==> config.mk <==
export PLATFORM = sky130hd
export DESIGN_NAME = register_file_sb
export DESIGN_NICKNAME = d
export VERILOG_FILES = /design/src/rtl/register_file_sb.sv
export SDC_FILE = /design/constraint.sdc
export NUM_CORES = 2
export LEC_CHECK = 0
export BUFFER_PORTS_ARGS = -buffer_cell sky130_fd_sc_hd__buf_2
export CELL_PAD_IN_SITES_DETAIL_PLACEMENT = 1
export CELL_PAD_IN_SITES_GLOBAL_PLACEMENT = 2
export CORE_MARGIN = 8
export CORE_UTILIZATION = 30
export DETAILED_ROUTE_END_ITERATION = 16
export MAX_ROUTING_LAYER = met4
export PLACE_DENSITY = 0.66
export SETUP_SLACK_MARGIN = 0.05
export SYNTH_ARGS = -nofsm -noshare
export SYNTH_HDL_FRONTEND = slang
export SYNTH_SLANG_ARGS = --single-unit
==> constraint.sdc <==
create_clock -name clk -period 22 [get_ports clk]
set_input_delay 4.4 -clock clk [delete_from_list [all_inputs] [get_ports clk]]
set_output_delay 4.4 -clock clk [all_outputs]
set_load 0.05 [all_outputs]
==> src/rtl/register_file_sb.sv <==
// Multi-port register file with a pending-write scoreboard: three combinational
// read ports, one write port, a reservation port and a registered busy population count.
module register_file_sb #(
  parameter int unsigned DATA_W  = 64,
  parameter int unsigned ADDR_W  = 5,
  parameter int unsigned SP_REG  = 31,
  parameter logic [DATA_W-1:0] SP_INIT = 64'h0000_0000_0008_0000,
  parameter bit          BYPASS  = 1'b1
) (
  input  logic              clk,
  input  logic              rst_n,
  input  logic [ADDR_W-1:0] rs_addr,
  input  logic [ADDR_W-1:0] rt_addr,
  input  logic [ADDR_W-1:0] rd_addr,
  output logic [DATA_W-1:0] rs_data,
  output logic [DATA_W-1:0] rt_data,
  output logic [DATA_W-1:0] rd_data,
  output logic              busy_rs,
  output logic              busy_rt,
  output logic              busy_rd,
  input  logic              wr_en,
  input  logic [ADDR_W-1:0] wr_addr,
  input  logic [DATA_W-1:0] wr_data,
  input  logic              rsv_en,
  input  logic [ADDR_W-1:0] rsv_addr,
  output logic              rsv_ok,
  output logic [ADDR_W:0]   busy_count
);

  localparam int unsigned NUM_REGS = 2 ** ADDR_W;

  logic [DATA_W-1:0]   regs [NUM_REGS];
  logic [NUM_REGS-1:0] busy;
  logic [NUM_REGS-1:0] busy_next;
  logic [ADDR_W:0]     count_next;
  logic                fwd;

  // Forwarding is suppressed during reset so reads show the array as it stands.
  assign fwd = BYPASS && rst_n && wr_en;

  always_comb begin
    rs_data = regs[rs_addr];
    rt_data = regs[rt_addr];
    rd_data = regs[rd_addr];
    if (fwd && (rs_addr == wr_addr)) rs_data = wr_data;
    if (fwd && (rt_addr == wr_addr)) rt_data = wr_data;
    if (fwd && (rd_addr == wr_addr)) rd_data = wr_data;
  end

  assign busy_rs = busy[rs_addr];
  assign busy_rt = busy[rt_addr];
  assign busy_rd = busy[rd_addr];

  // A register being written this cycle may be re-reserved in the same cycle.
  assign rsv_ok = rst_n && rsv_en &&
                  (!busy[rsv_addr] || (wr_en && (wr_addr == rsv_addr)));

  // Clear-on-write is applied before set-on-reserve so set wins on a collision.
  always_comb begin
    busy_next = busy;
    if (wr_en) busy_next[wr_addr] = 1'b0;
    if (rsv_ok) busy_next[rsv_addr] = 1'b1;
    count_next = '0;
    for (int unsigned i = 0; i < NUM_REGS; i++) begin
      count_next = count_next + (ADDR_W+1)'(busy_next[i]);
    end
  end

  always_ff @(posedge clk) begin
    if (!rst_n) begin
      for (int unsigned i = 0; i < NUM_REGS; i++) begin
        regs[i] <= '0;
      end
      regs[SP_REG] <= SP_INIT;
      busy         <= '0;
      busy_count   <= '0;
    end else begin
      if (wr_en) regs[wr_addr] <= wr_data;
      busy       <= busy_next;
      busy_count <= count_next;
    end
  end

endmodule

==> flow_metrics.py <==
metrics = {
    "status": {
        "status": "finished with violations",
        "violations": "antenna rules",
    },
    "floorplan": {
        "fp.dieW_um": 676.1,
        "die_height_um": 676.1,
        "ios": 295,
        "start_util": 0.3011,
        "die_area_um2": 457100,
        "fp.coreArea_um2": 434200,
        "rows": 242,
    },
    "critical_path": {
        "endpoint_kind": "primary output",
        "critPathRequiredTime_ns": 17.60,
        "path_class": "input port to primary output",
        "cp.arrival_ns": 10.22,
        "path_delay_family": "buffers and inverters",
        "cp_common_cell": "buf_4",
        "start_kind": "input port",
        "crit_start": "rs_addr[0]",
        "crit_chain": "buf_8 -> buf_4 -> buf_4 -> buf_4 -> buf_4 -> mux4_2 -> nor2b_1 -> a211oi_1 -> a21oi_1 -> a221o_1 -> buf_2",
        "worstPathMaxFanout": 49,
        "timing.rr.start": "busy[9]",
        "slowest_stage": "buf_4",
        "worst-path-buf-inv": 6,
        "cpPeakStageDelay_ns": 0.93,
    },
    "routing": {
        "routed.top_layer": "met4",
        "vias": 101390,
        "wl_met2_mm": 307.3,
        "drtIter0Drc": 18224,
        "ant_nets": 1,
        "drt-vias-per-instance": 6.646,
        "dr_wl_met3_mm": 82.56,
        "routedWlPerCell_um": 45.17,
        "routed_wl_mm": 689.2,
        "remaining_drc_errors": 0,
        "wl_met1_mm": 242.0,
        "drtPass1Iterations": 6,
    },
    "timing": {
        "worstMarginPinSlew_ns": 1.387,
        "period_share": 0.6645,
        "min_period_ns": 14.62,
        "rsz0062_at_grt": "no",
        "timing.hold.ws_ns": 0.5419,
        "setup_slack_ns": 7.381,
        "setup_viol": 0,
        "finalHoldViolations": 0,
        "relSlewSlack": 0.07281,
        "finalClockSkew_ns": 0.007210,
        "drv_slew": 0,
        "fin_tns_setup_ns": 0,
        "fmax_ghz": 0.06840,
    },
    "power_and_ir_drop": {
        "p_leak_nw": 49.95,
        "p_clk_frac": 0.376,
        "finalPower_mw": 11.01,
        "vdd_ir_drop_max_mv": 0.06884,
        "power_density_nw_per_um2": 75.40,
        "p_sw_mw": 3.366,
        "switching_share": 0.3057,
        "combPwrFrac": 0.191,
        "p_int_mw": 7.642,
        "sequentialPowerShare": 0.433,
    },
    "synthesis": {
        "synthTopCellsByArea": "edfxtp_1, mux4_2, and2_1, mux2i_1, clkbuf_1",
        "synth_edf_count": 2048,
        "synth.top_cell.area_share": 0.4705,
        "synth_top_area_cell": "edfxtp_1",
        "syn_area_um2": 130700,
        "synthesis.nets": 9449,
        "async_reset_ff_frac": 0,
        "syn_inst": 9325,
        "ys.flop_type": "edfxtp_1",
        "avgSynthCellArea_um2": 14.02,
        "synth_seq_area_share": 0.4763,
        "synth_warnings": 0,
        "synth_cell_types": 70,
        "synth_seq_cells": 2086,
    },
    "clock_network": {
        "worstSkewPairLatency_ns": 0.90,
        "ctsHtreeMaxLevel": 4,
        "cts_root_buffer": "clkbuf_16",
        "numCtsBuffers": 233,
        "max-clock-path-buffers": 4,
        "clkTransAtPathRegs_ns": 0.06,
        "cts_tree": "built",
        "clock_sinks": 2086,
        "cts_hold_buffers": 0,
        "cts-resized-gates": 0,
        "postCtsSetupBuffers": 0,
    },
    "placed_design": {
        "dpl.hpwl_mm": 408.4,
        "gp_congestion": 0.9196,
        "dp_slack_ns": 7.341,
        "io_buffers": 294,
    },
    "global_route": {
        "antenna_found_initial": 141,
        "gr-total-overflow": 0,
        "grt_first_pass_wirelength_mm": 910.5,
        "grt_pass1_vias": 100111,
        "grt_max_degree": 97,
        "globalRouteTotalUtil": 0.2994,
    },
    "finish": {
        "ff_latch_area_um2": 62260,
        "layout.nets": 9259,
        "multi_input_area_um2": 64080,
        "final_layout_size_suffix_gt1_frac": 0.2579,
        "area_growth_syn_to_layout_pct": 11.69,
        "nFillCells": 45495,
    },
    "min_path": {
        "hp-class": "flip-flop to flip-flop",
        "min_from": "busy[8]",
    },
    "run": {
        "maxCapViolations": 0,
    },
}
==> stage by stage <==
step | utilization | std cells | cell area (µm²)
6_report | 0.3363 | 15256 | 146000
5_1_grt | 0.3359 | 15187 | 145800
4_1_cts | 0.3351 | 15053 | 145500
3_5_place_dp | 0.3174 | 14633 | 137800
3_3_place_gp | 0.3174 | 14633 | 137800
2_1_floorplan | - | 9325 | 130700
==> metal layers <==
| layer | vias to the layer above | GRT usage |
|---|---|---|
| li1 | 36779 | - |
| met1 | 53761 | 0.3513 |
| met2 | 8510 | 0.4453 |
| met3 | 2340 | 0.07652 |
| met4 | 0 | 0.2196 |
| met5 | - | - |
==> sequential cells by signal, summed over array words and instances (netlist names) <==
name        cells
regs         2048
busy           32
busy_count      6
==> layout make-up <==
type / count / share of cell area
Sequential cell: 2086 / 0.4264
Tap cell: 5734 / 0.04914
Antenna cell: 202 / 0.003462
Clock inverter: 150 / 0.01136
Clock buffer: 270 / 0.04132
Inverter: 32 / 0.0008655
Timing Repair Buffer: 615 / 0.02852
Multi-Input combinational cell: 6167 / 0.4389
==> power groups by stage <==
| stage | Sequential (mW) | Clock, mW | Combinational (mW) |
|---|---|---|---|
| after floorplan | 4.78 | 0 | 1.26 |
| after global placement | 4.81 | 0 | 2.04 |
| after detailed placement | 4.84 | 0 | 2.05 |
| after CTS | 4.76 | 4.15 | 2.06 |
| after global routing | 4.79 | 4.27 | 2.12 |
| final | 4.77 | 4.14 | 2.10 |
==> cells in the final DEF (no fill, tap or decap), types with 42 or more instances in the layout <==
cell       synthesis  layout
a211o_1           62      62
a211oi_1          69      69
a21oi_1          181     181
a22oi_1          131     131
a31oi_1           42      42
and2_1          2061    2058
buf_2            181     281
buf_4            109     308
clkbuf_16          0     236
clkinv_2           0      44
diode_2            0     202
edfxtp_1        2048    2048
mux2i_1          827     827
mux4_2          1275    1275
nand2_1          200     161
nand3_1           83      83
nor2_1           101      60
nor2_4             0      42
nor2b_1           96      93
o21ai_0           81      81
o221ai_1         228     228
o22a_1            62      62
o22ai_1          308     308
==> kinds of logic after synthesis <==
family,synth area share
flops,0.4763
simple gates,0.1216
mux,0.2854
buf+inv,0.03928
fa+ha+maj,0.004345
xor+xnor,0.001474
compound gates,0.07160
==> tightest hold or removal path, stage by stage, from the launching register on <==
cell and delay [ns]:
dfxtp_1 0.35, nand3_1 0.08, o21ai_1 0.06
==> cell usage after synthesis (28+ instances only) <==
cell,n
edfxtp_1,2048
o21ai_0,81
nand3_1,83
a211oi_1,69
a31oi_1,42
buf_1,39
o22ai_1,308
nor2b_1,96
mux2i_1,827
dfxtp_1,38
inv_1,30
clkbuf_1,653
nand2_1,200
a221o_1,33
o22a_1,62
buf_2,181
a211o_1,62
a22oi_1,131
mux4_2,1275
mux2_2,28
and2_1,2061
nor3_1,41
o221ai_1,228
nor2_1,101
a21oi_1,181
buf_6,50
buf_4,109
==> worst paths after layout <==
path | slack, ns | to | cells after the start
max | 7.38 | rs_data[56] | 11
min | 0.54 | busy[8] | 2
max reg2reg | 15.39 | busy_count[4] | 22
min reg2reg | 0.54 | busy[8] | 2
(Power assumes the default switching activity.)
